[src/rtl/fetch_unit.sv]
// fetch_unit -- rv32i instruction fetch stage.
//
// Holds the PC and issues sequential word fetches to instruction memory.
// Returned words go into a small in-order FIFO that feeds decode over a
// valid/ready handshake. The opcode, funct3 and funct7[5] fields are sliced
// out for control_unit. A taken branch redirects the PC, empties the FIFO
// and marks every request still in flight as stale.
//
// Ports:
//   clk_i, arst_ni                    clock, async active-low reset
//   imem_req_valid_o/ready_i/addr_o   fetch request channel
//   imem_rsp_valid_i/data_i           in-order response, cannot stall
//   branch_taken_i/branch_target_i    redirect from execute
//   instr_valid_o/ready_i             decode handshake
//   instr_o, pc_o                     FIFO head word and its PC
//   instr_type_o, func_code_o,
//   funct7b5_o                        pre-sliced decode fields
module fetch_unit #(
  parameter int                ADDR_W   = 32,
  parameter logic [ADDR_W-1:0] RESET_PC = '0,
  parameter int                DEPTH    = 2
) (
  input  logic              clk_i,
  input  logic              arst_ni,
  output logic              imem_req_valid_o,
  input  logic              imem_req_ready_i,
  output logic [ADDR_W-1:0] imem_req_addr_o,
  input  logic              imem_rsp_valid_i,
  input  logic [31:0]       imem_rsp_data_i,
  input  logic              branch_taken_i,
  input  logic [ADDR_W-1:0] branch_target_i,
  output logic              instr_valid_o,
  input  logic              instr_ready_i,
  output logic [31:0]       instr_o,
  output logic [ADDR_W-1:0] pc_o,
  output logic [6:0]        instr_type_o,
  output logic [2:0]        func_code_o,
  output logic              funct7b5_o
);
  localparam int CW = $clog2(DEPTH + 1);

  logic [ADDR_W-1:0]             pc;
  logic [CW-1:0]                 outstanding, drop_cnt, fifo_cnt;
  logic [DEPTH-1:0][31:0]        fifo_instr, fifo_instr_n;
  logic [DEPTH-1:0][ADDR_W-1:0]  fifo_pc, fifo_pc_n;
  logic [DEPTH-1:0][ADDR_W-1:0]  ifq_pc, ifq_pc_n;  // PCs of in-flight requests

  logic          rsp_ok, accept, push, pop;
  logic [CW:0]   occ;
  logic [CW-1:0] out_next, fifo_wr, ifq_wr;

  // Target bits [1:0] are forced to zero; they are intentionally unused.
  logic unused_tgt_lsb;
  assign unused_tgt_lsb = ^branch_target_i[1:0];

  // A response with nothing outstanding is a protocol violation: ignore it.
  assign rsp_ok = imem_rsp_valid_i && (outstanding != '0);
  assign pop    = instr_valid_o && instr_ready_i;
  assign push   = rsp_ok && (drop_cnt == '0) && !branch_taken_i;

  // Occupancy gives credit for a pop at this edge so DEPTH=2 with 1-cycle
  // memory sustains one instruction per cycle. outstanding + fifo_cnt never
  // exceeds DEPTH, so a returning response always finds a free FIFO slot.
  assign occ = (CW+1)'(outstanding) + (CW+1)'(fifo_cnt) - (CW+1)'(pop);

  // Gating with arst_ni keeps the request low while reset is held and lets
  // it rise in the first cycle after release.
  assign imem_req_valid_o = arst_ni && (occ < (CW+1)'(DEPTH));
  assign imem_req_addr_o  = pc;
  assign accept           = imem_req_valid_o && imem_req_ready_i;

  assign out_next = outstanding + CW'(accept) - CW'(rsp_ok);
  assign fifo_wr  = fifo_cnt - CW'(pop);
  assign ifq_wr   = outstanding - CW'(rsp_ok);

  // Both queues are shift registers with the head at index 0: a pop shifts
  // down, and a push lands just above the surviving entries.
  always_comb begin
    ifq_pc_n     = ifq_pc;
    fifo_instr_n = fifo_instr;
    fifo_pc_n    = fifo_pc;
    if (rsp_ok)
      for (int i = 0; i < DEPTH - 1; i++) ifq_pc_n[i] = ifq_pc[i+1];
    if (accept)
      for (int i = 0; i < DEPTH; i++)
        if (ifq_wr == CW'(i)) ifq_pc_n[i] = pc;
    if (pop)
      for (int i = 0; i < DEPTH - 1; i++) begin
        fifo_instr_n[i] = fifo_instr[i+1];
        fifo_pc_n[i]    = fifo_pc[i+1];
      end
    if (push)
      for (int i = 0; i < DEPTH; i++)
        if (fifo_wr == CW'(i)) begin
          fifo_instr_n[i] = imem_rsp_data_i;
          fifo_pc_n[i]    = ifq_pc[0];
        end
  end

  always_ff @(posedge clk_i or negedge arst_ni) begin
    if (!arst_ni) begin
      pc          <= RESET_PC;
      outstanding <= '0;
      drop_cnt    <= '0;
      fifo_cnt    <= '0;
      ifq_pc      <= '0;
      fifo_instr  <= '0;
      fifo_pc     <= '0;
    end else begin
      outstanding <= out_next;
      ifq_pc      <= ifq_pc_n;
      fifo_instr  <= fifo_instr_n;
      fifo_pc     <= fifo_pc_n;
      if (branch_taken_i) begin
        // Everything in flight after this edge is stale; the in-flight PC
        // queue keeps tracking them so it stays aligned with drop_cnt.
        pc       <= {branch_target_i[ADDR_W-1:2], 2'b00};
        drop_cnt <= out_next;
        fifo_cnt <= '0;
      end else begin
        if (accept) pc <= pc + ADDR_W'(4);
        if (rsp_ok && drop_cnt != '0) drop_cnt <= drop_cnt - 1'b1;
        fifo_cnt <= fifo_cnt + CW'(push) - CW'(pop);
      end
    end
  end

  assign instr_valid_o = (fifo_cnt != '0);
  assign instr_o       = fifo_instr[0];
  assign pc_o          = fifo_pc[0];
  assign instr_type_o  = instr_o[6:0];
  assign func_code_o   = instr_o[14:12];
  assign funct7b5_o    = instr_o[30];
endmodule
[config.mk]
export PLATFORM = sky130hd
export DESIGN_NAME = fetch_unit
export DESIGN_NICKNAME = d
export VERILOG_FILES = /design/src/rtl/fetch_unit.sv
export SDC_FILE = /design/constraint.sdc
export NUM_CORES = 1
export LEC_CHECK = 0
export ABC_AREA = 1
export CAP_MARGIN = 20
export CORE_MARGIN = 10
export CORE_UTILIZATION = 45
export DETAILED_ROUTE_END_ITERATION = 8
export PLACE_DENSITY = 0.68
export SLEW_MARGIN = 40
export SYNTH_ARGS = -nofsm -noshare
export SYNTH_HDL_FRONTEND = slang
export SYNTH_SLANG_ARGS = --single-unit
[constraint.sdc]
create_clock -name clk_i -period 3.7 [get_ports clk_i]
set_input_delay 0.555 -clock clk_i [delete_from_list [all_inputs] [get_ports clk_i]]
set_output_delay 0.555 -clock clk_i [all_outputs]
set_load 0.03 [all_outputs]
=== After elaboration in Yosys (flattened, before gate mapping) ===
Index checks and enable logic that the tools add are counted.

* Add/sub/neg operators: 10
* $lt $le $gt $ge: 1
* Eq/ne operators: 2
* Multiplexer cells: 14
* Reduce and logical (&&, ||, !) cells: 18

{| class="wikitable"
|+ Operator list
! cell !! number
|-
| $mux 32 || 11
|-
| $add 32x3->32 const B || 1
|-
| $reduce_bool 2->1 || 5
|-
| $sub 2x1->2 || 4
|-
| $logic_and 1x1->1 || 7
|-
| $logic_not 2->1 || 3
|-
| $mux 2 || 3
|-
| $add 2x1->2 || 2
|-
| $eq 2x1->1 const B || 2
|-
| $reduce_and 2->1 || 2
|-
| $add 2x2->3 || 1
|-
| $lt 3x2->1 const B || 1
|-
| $sub 3x1->3 || 1
|-
| $sub 2x1->2 const B || 1
|-
| $logic_not 1->1 || 1
|}

* Flip-flop bits (word level): 230
* Input bits: 70
* Output and inout port bits: 109
* Logic and storage cells: 55

=== Depth between registers and ports, before layout ===
Gate-level depths: netlist (run 1).

* Depth in word-level cells: 9
* Depth in mapped cells: 21
* Mapped depth without buffers: 19

=== Least setup slack after synthesis (run 1) ===
OpenSTA, ideal clock, no wires.

* Kind: input port to flip-flop
* From: in instr_ready_i
* To: reg drop_cnt[1]
* Library setup time: 87 ps
* Arrival: 3363 ps
* Data required time: 3613 ps
* Setup slack: 251 ps
* Stages: 16
* Path buffers: 2
* Path through: or2_2 nand2_1 nand2_1 fa_1 nand3_1 nor2_2 nand2_2 buf_2 buf_2 ha_1 inv_1 ha_1 xnor2_1 xor2_1 nand2_1 o211ai_1

* Cells in the longest elaborated chain, start to end: 8

{| class="wikitable"
|+ Ends and longest elaborated chain
! item !! RTL line !! source
|-
| start: declaration || 33 || <nowiki>input logic instr_ready_i,</nowiki>
|-
| $logic_and 1x1->1 || 58 || <nowiki>assign pop = instr_valid_o && instr_ready_i;</nowiki>
|-
| $sub 3x1->3 || 64 || <nowiki>assign occ = (CW+1)'(outstanding) + (CW+1)'(fifo_cnt) - (CW+1)'(pop);</nowiki>
|-
| $lt 3x2->1 || 68 || <nowiki>assign imem_req_valid_o = arst_ni && (occ < (CW+1)'(DEPTH));</nowiki>
|-
| $logic_and 1x1->1 || 68 ||
|-
| named net imem_req_valid_o || 25 || <nowiki>output logic imem_req_valid_o,</nowiki>
|-
| $logic_and 1x1->1 || 70 || <nowiki>assign accept = imem_req_valid_o && imem_req_ready_i;</nowiki>
|-
| $add 2x1->2 || 72 || <nowiki>assign out_next = outstanding + CW'(accept) - CW'(rsp_ok);</nowiki>
|-
| $sub 2x1->2 || 72 ||
|-
| named net out_next[1] || 50 || <nowiki>logic [CW-1:0] out_next, fifo_wr, ifq_wr;</nowiki>
|-
| $mux 2 || 114 || <nowiki>if (branch_taken_i) begin</nowiki>
|-
| end signal: assignment || 118 || <nowiki>drop_cnt <= out_next;</nowiki>
|-
| end signal: assignment || 122 || <nowiki>if (rsp_ok && drop_cnt != '0) drop_cnt <= drop_cnt - 1'b1;</nowiki>
|-
| end: declaration || 43 || <nowiki>logic [CW-1:0] outstanding, drop_cnt, fifo_cnt;</nowiki>
|}

The timed path passes the listed nets, and every way through them passes these cells.
A chain may end at the register's enable or synchronous reset.

=== Worst setup path after layout (run 1) ===
* From: in instr_ready_i
* To: out imem_req_valid_o

* Cells in the longest elaborated chain, start to end: 4

{| class="wikitable"
|+ Ends and longest elaborated chain
! item !! RTL line
|-
| $logic_and 1x1->1 || 58
|-
| $sub 3x1->3 || 64
|-
| $lt 3x2->1 || 68
|-
| $logic_and 1x1->1 || 68
|-
| end: declaration || 25
|}

Every way passes these cells.

==> results of run 1 <==
[cell usage after synthesis]
master,count
nor2_2,3
nor3_1,2
or2_2,1
nand2_1,606
buf_2,39
nor2_4,1
inv_2,5
fa_1,1
clkbuf_1,20
o21ai_1,31
and2_1,2
xnor2_1,4
buf_6,13
nor3_2,1
o211ai_1,1
nand2b_1,1
xor2_1,7
nor2_1,42
nand2_2,5
inv_1,125
conb_1,1
nand3_1,78
o21ai_2,61
buf_1,3
o21ai_0,140
buf_4,76
dfrtp_1,226
ha_1,8
[metal layers]
metal	track usage (%)	vias to the layer above	routed length, µm
met5	0	-	0
met4	3.25	0	455
met3	3.70	36	1690
met2	25.1	254	12100
met1	24.3	4171	14200
li1	-	4767	-
[repair_timing]
item | in CTS | in global routing
setup endpoints to repair | 0 | 0
endpoints found under the hold margin | 27 | 0
buffers inserted | 0 | 0
hold buffers | 1 | 0
[flip-flops by register name, summed over array words and instances (netlist names)]
name             flops
ifq_pc              62
fifo_instr          32
fifo_pc             32
instr_o             32
pc_o                32
imem_req_addr_o     30
drop_cnt             2
fifo_cnt             2
outstanding          2
[kinds of logic (layout without fill, tap and decap cells)]
family / Yosys count / in the layout
compound gates: 233 / 233
xor+xnor: 11 / 11
fa+ha+maj: 9 / 9
buf+inv: 281 / 367
flops: 226 / 226
other cells: 1 / 2
simple gates: 742 / 742
[area by class of cell]
class,instances,area share [%]
tap,330,2.99
timing repair buffer,194,14.1
inverter,130,3.53
multi-input combinational,997,33.1
clock inverter,6,0.253
clock buffer,37,5.14
sequential,226,40.9
[worst reg2reg max path, stage by stage, from the launching register on]
cell	delay, ns
dfrtp_1	0.36
inv_2	0.06
or2_2	0.32
nand2_1	0.09
nand2_1	0.06
fa_1	0.48
nand3_1	0.09
nor2_2	0.13
nand2_2	0.07
ha_1	0.27
inv_1	0.04
ha_1	0.18
xnor2_1	0.16
xor2_1	0.21
nand2_1	0.08
o211ai_1	0.09
[worst max path at each step]
stage / start / endpoint / slack [ns] / cells past startpoint
floorplan: instr_ready_i / drop_cnt[1] / 0.25 / 16
global placement: instr_ready_i / drop_cnt[1] / 0.33 / 15
detailed placement: instr_ready_i / drop_cnt[1] / 0.30 / 15
CTS: instr_ready_i / imem_req_valid_o / 0.60 / 9
global route: instr_ready_i / imem_req_valid_o / 0.53 / 9
finish: instr_ready_i / imem_req_valid_o / 0.61 / 9
[report_power, final]
group / switching (mW) / internal (mW) / leakage, nW
combinational: 2.74 / 1.65 / 3.39
clock: 0.963 / 1.32 / 0.362
sequential: 0.605 / 3.38 / 2.98
[stage by stage]
stage	power [mW]	hold slack, ns
after floorplan	7.22	0.259
after global placement	8.32	0.419
after detailed placement	8.43	0.424
after CTS	10.8	0.481
after global routing	11.5	0.496
final	10.7	0.478
==> metrics.log, run 1 <==
[metrics] run status: complete, no violations
[metrics] worst hold-check path type: flop to flop
[metrics] number of hold violations in the final report: 0
[metrics] share of layout cells above drive strength 1: 8.55%
[metrics] launching element type of the critical path: input port
[metrics] die height: 181 µm
[metrics] diode count: 0
[metrics] total count of max-transition violations in the final report: 0
[metrics] fraction of synthesized area in multiplexers: 0%
[metrics] worst-skew pair later-pin latency: 0.51 ns
[metrics] overall track demand over capacity in global routing: 16.8%
[metrics] iteration-0 DRC count of the detailed router: 696
[metrics] routed via count: 9228
[metrics] boundary pin count: 179
[metrics] cell depth of the worst flop-to-flop path: 15
[metrics] FILL cells: 2445
[metrics] pin count of the biggest net entering global routing: 130
[metrics] count of instances resized after the clock tree is built: 0
[metrics] final count of negative-setup-slack endpoints: 0
[metrics] Setup Crit Path Kind: input port to output pin
[metrics] final worst-path setup slack: approximately 0.6 ns
[metrics] grt ovf: 0
[metrics] level count of the clock H-tree: 1
[metrics] multi-input gate area in the final layout: 4580 µm²
[metrics] Ys Warns: 0
[metrics] delay of the slowest cell on the worst path: around 0.48 ns
[metrics] register area share after synthesis: between 40% and 50%
[metrics] area occupied by registers: around 5700 µm²
[metrics] final period utilization: 83.4%
[metrics] DRC violations left: 0
[metrics] cell leakage power: 6.73 nW
[metrics] maximum count of clock buffers along a single path: 3
[metrics] hold path startpoint: fifo_instr[45]
[metrics] clock-pin slew on the worst setup and hold paths: approximately 0.06 ns
[metrics] Cell Rows: 58
[metrics] transition time of the tightest slew-check pin: 0.847 ns
[metrics] placer congestion estimate: around 0.88
[metrics] area share of the leading cell type in the synthesized netlist: 48.4%
[metrics] Max transition margin: between 40 and 50%
[metrics] number of routed nets with antenna violations: 0
[metrics] Avg Inst Size Synth: 7.78 µm²
[metrics] clock tree from TritonCTS: yes
[metrics] Total Wirelength: ~28 mm
[metrics] setup_tns: 0 ns
[metrics] Yosys reg bits: 226
[metrics] filler-free cell count of the finished design: between 1500 and 2000
[metrics] net total in the final layout: ~1700
[metrics] Sinks on Clock Net: 226
[metrics] register-to-register setup slack: 0.91 ns
[metrics] detailed placement HPWL: between 15 and 20 mm
[metrics] detail-routed net length per standard cell: 14.8 µm
[metrics] number of buffers inserted during clock tree synthesis: 25
[metrics] most frequent cells in the layout: 605 x nand2_1, 226 x dfrtp_1, 172 x clkdlybuf4s50_1
[metrics] final core area utilization: 54.4%
[metrics] Post-Place Cells: between 1500 and 2000
[metrics] data required time of the worst path: 3.14 ns
[metrics] worst slack at placement: 0.302 ns
[metrics] count of input and output buffers: 174
[metrics] XOR/XNOR share of the synthesized area: less than 1%
[metrics] data arrival at the endpoint of the critical path: 2.53 ns
[metrics] synthesized-area fraction occupied by ao, oa, aoi and oai cells: between 10% and 20%
[metrics] CP Capture Type: output pin
[metrics] initial cell density of the core: between 40% and 50%
[metrics] top achievable clock speed: 324 MHz
[metrics] die boundary width: about 180 µm
[metrics] CP max-delay cell: fa_1
[metrics] RR Endpoint: drop_cnt[1]
[metrics] CP cell instances: clkdlybuf4s50_1 > or2_2 > nand2_1 > nand2_1 > fa_1 > nand3_1 > nor2_2 > buf_4 > buf_4
[metrics] Layout Skew: between 0.01 and 0.015 ns
[metrics] Synth Area in Adders: 1.03%
[metrics] Critical path buffers and inverters: 3
[metrics] most common library cell in the layout ignoring fill and taps: nand2_1
[metrics] dpl cell area: 13100 µm²
[metrics] number of cells produced by synthesis: 1503
[metrics] main area contributors after synthesis: dfrtp_1 48%, nand2_1 19%, o21ai_0 6.0%
[metrics] Worst Hold Path Cells: 2
[metrics] largest area contributor in the synthesized netlist: dfrtp_1
[metrics] VDD IR-drop max: 0.408 mV
[metrics] power density of the placed cells: roughly 770 nW/µm²
[metrics] Max Cap Viol: 0
[metrics] number of detailed-route iterations in the first pass: 5
[metrics] startpoint of the worst register-to-register path: fifo_cnt[0]
[metrics] buffer type at the clock tree root: clkbuf_16
[metrics] Crit Path Max Fanout: 3
[metrics] min cycle time layout: 3.09 ns
[metrics] ratio of routed vias to standard cells: 4.81
[metrics] first-pass GRT wire length: 46.7 mm
[metrics] post-synthesis instance area: 11700 µm²
[metrics] area overhead of the layout relative to synthesis: 18.3%
[metrics] count of different cell masters after synthesis: 28
[metrics] unrepaired setup endpoints after global routing: false
[metrics] final design area excluding fillers: 13800 µm²
[metrics] Core Area: 25400 µm²
[metrics] floorplan die area: between 30000 and 40000 µm²
[metrics] simple-gate share of the synthesized area: about a quarter
[metrics] vias in the first global route: a little under 9000
[metrics] main combinational cell family by area after synthesis: simple AND/OR/NAND/NOR gates
[metrics] antenna violations before repair: 0
[metrics] Largest delay share family, worst path: buffers and inverters
[metrics] Worst Hold Endpoint: fifo_instr[45]
No activity file was read; power rests on OpenSTA's default activity.
==> run 2: changes to the inputs <==
Clock period 3.7 ns to 2.9 ns, I/O delays scaled along.
==> run 2 against run 1 <==
  * Wire length down 0.33%
  * Global-route usage rose by 0.31 points
  * Utilization grew 0.93 points
  * Sequential cell count is the same
  * Clock power grew 29%
  * Via count rose by 0.66%
  * Clock skew is 0.0019 ns lower
  * Sequential power grew 28%
  * Critical path depth rose by 3
==> metrics.log, run 2 (same netlist as run 1, synthesis figures left out) <==
[metrics] boundary pin count: roughly 180
[metrics] antenna violations before repair: 0
[metrics] Cell Rows: 58
[metrics] VDD IR-drop max: 0.528 mV
[metrics] initial cell density of the core: 46.0%
[metrics] area occupied by registers: around 5700 µm²
[metrics] detailed placement HPWL: about 19 mm
[metrics] buffer type at the clock tree root: clkbuf_16
[metrics] floorplan die area: 32800 µm²
[metrics] data required time of the worst path: roughly 2.5 ns
[metrics] overall track demand over capacity in global routing: 17.1%
[metrics] DRC violations left: 0
[metrics] clock-pin slew on the worst setup and hold paths: approximately 0.060 ns
[metrics] count of input and output buffers: 174
[metrics] Core Area: 25400 µm²
[metrics] launching element type of the critical path: flop
[metrics] most common library cell in the layout ignoring fill and taps: nand2_1
[metrics] top achievable clock speed: 356 MHz
[metrics] power density of the placed cells: 985 nW/µm²
[metrics] final count of negative-setup-slack endpoints: 0
[metrics] net total in the final layout: 1665
[metrics] CP Capture Type: output pin
[metrics] detail-routed net length per standard cell: 14.7 µm
[metrics] min cycle time layout: 2.81 ns
[metrics] level count of the clock H-tree: 1
[metrics] number of buffers inserted during clock tree synthesis: 25
[metrics] number of detailed-route iterations in the first pass: 5
[metrics] hold slack: between 0.4 and 0.5 ns
[metrics] cell leakage power: between 6 and 7 nW
[metrics] Max Cap Viol: 0
[metrics] Setup Crit Path Kind: flop to output pin
[metrics] FILL cells: 2397
[metrics] most frequent cells in the layout: 605 x nand2_1, 226 x dfrtp_1, 172 x clkdlybuf4s50_1
[metrics] share of layout cells above drive strength 1: 9.51%
[metrics] vias in the first global route: 9154
[metrics] die height: 181 µm
[metrics] area overhead of the layout relative to synthesis: 20.3%
[metrics] filler-free cell count of the finished design: 1929
[metrics] Total Wirelength: about 28 mm
[metrics] largest register by flop count: ifq_pc
[metrics] routed via count: 9289
[metrics] Layout Skew: 0.0127 ns
[metrics] number of routed nets with antenna violations: 0
[metrics] final design area excluding fillers: roughly 14000 µm²
[metrics] Sinks on Clock Net: roughly 230
[metrics] cell seen most often among critical-path stages: inv_2
[metrics] data arrival at the endpoint of the critical path: 2.37 ns
[metrics] maximum count of clock buffers along a single path: 3
[metrics] dpl cell area: 13300 µm²
[metrics] run status: complete, no violations
[metrics] total count of max-transition violations in the final report: 0
[metrics] iteration-0 DRC count of the detailed router: 746
[metrics] delay of the slowest cell on the worst path: 0.51 ns
[metrics] clock tree from TritonCTS: yes
[metrics] placer congestion estimate: 0.936
[metrics] Crit Path Max Fanout: 3
[metrics] worst hold-check path type: flop to flop
[metrics] flip-flop count of the largest register after layout: 62
[metrics] CP cell instances: inv_2 > nand2_4 > nand2_4 > inv_2 > nand2_2 > buf_4 > inv_2 > fa_1 > nand3_2 > nor2_4 > buf_6 > buf_12
[metrics] diode count: 0
[metrics] CP max-delay cell: fa_1
[metrics] multi-input gate area in the final layout: 4640 µm²
[metrics] die boundary width: 181 µm
[metrics] Max transition margin: 46.5%
[metrics] grt ovf: 0
[metrics] transition time of the tightest slew-check pin: 0.803 ns
[metrics] final period utilization: between 90 and 100%
[metrics] number of hold violations in the final report: 0
[metrics] first-pass GRT wire length: 47.9 mm
[metrics] worst-skew pair later-pin latency: 0.52 ns
[metrics] pin count of the biggest net entering global routing: 84
[metrics] ratio of routed vias to standard cells: 4.82
[metrics] Post-Place Cells: 1884
[run 2: cell types whose count changed in the layout (fill, tap and decap cells not counted), moves of 3 or more]
cell      previous run  this run
buf_12               2         8
nand2_2              5         2
buf_4               16        21
clkinv_2             4         1
nand2_4              0         3
[run 2: through the flow]
step           utilization [%]  power, mW  setup slack, ns  setup TNS, ns
6_report                  55.4       13.9           0.0907              0
5_1_grt                   55.4       14.9          -0.0142        -0.0231
4_1_cts                   55.2       14.0          0.00948              0
3_5_place_dp              52.2       11.0           -0.277          -2.34
3_3_place_gp              52.1       10.8           -0.226          -1.67
2_1_floorplan                -       9.32           -0.212         -0.351
[run 2: what timing repair did]
action                                  4_1_cts  5_1_grt
setup buffers                                 1        3
pin swaps                                     0        4
hold buffers                                  1        0
endpoints found under the setup margin        1        2
gates resized for setup                       0        3
hold endpoints to repair                     40        0
[run 2: per-layer routing]
layer	GRT usage, %	part of all wire, %	vias up
met2	25.6	42	255
met5	0	0	-
li1	-	-	4792
met3	3.82	6.9	23
met4	3.16	0.95	0
met1	24.8	50	4219
[run 2: final timing paths]
| path | startpoint | endpoint | slack [ns] | depth (start not counted) |
|---|---|---|---|---|
| setup / recovery | fifo_cnt[1] | imem_req_valid_o | 0.09 | 12 |
| hold / removal | fifo_instr[51] | fifo_instr[51] | 0.48 | 2 |
| setup reg to reg | fifo_cnt[1] | drop_cnt[1] | 0.15 | 18 |
| hold reg to reg | fifo_instr[51] | fifo_instr[51] | 0.48 | 2 |
| max in group asynchronous | arst_ni | imem_req_addr_o[20] | 1.55 | 4 |
| min in group asynchronous | arst_ni | fifo_instr[36] | 0.54 | 3 |
[run 2: power by group]
group          internal (mW)  switching [mW]  total (mW)
Clock                   1.72            1.21        2.93
Sequential              4.31           0.772        5.08
Combinational           2.28            3.57        5.85
Total                   8.31            5.54        13.9
[run 2: critical path, delay by kind of cell, from the launching register on]
| family | cells | cell delay (ns) |
|---|---|---|
| buffers and inverters | 6 | 0.53 |
| adders and majority gates | 1 | 0.51 |
| and+or+nand+nor | 5 | 0.41 |
| DFF | 1 | 0.41 |
[run 2: layout make-up]
class                   instances  area share (%)
clock buffers                  37            5.20
well taps                     330            2.94
inverters                     130            3.47
clock inverters                 3           0.151
repair buffers                206            15.0
flip-flops and latches        226            40.2
multi-input cells             997            33.0
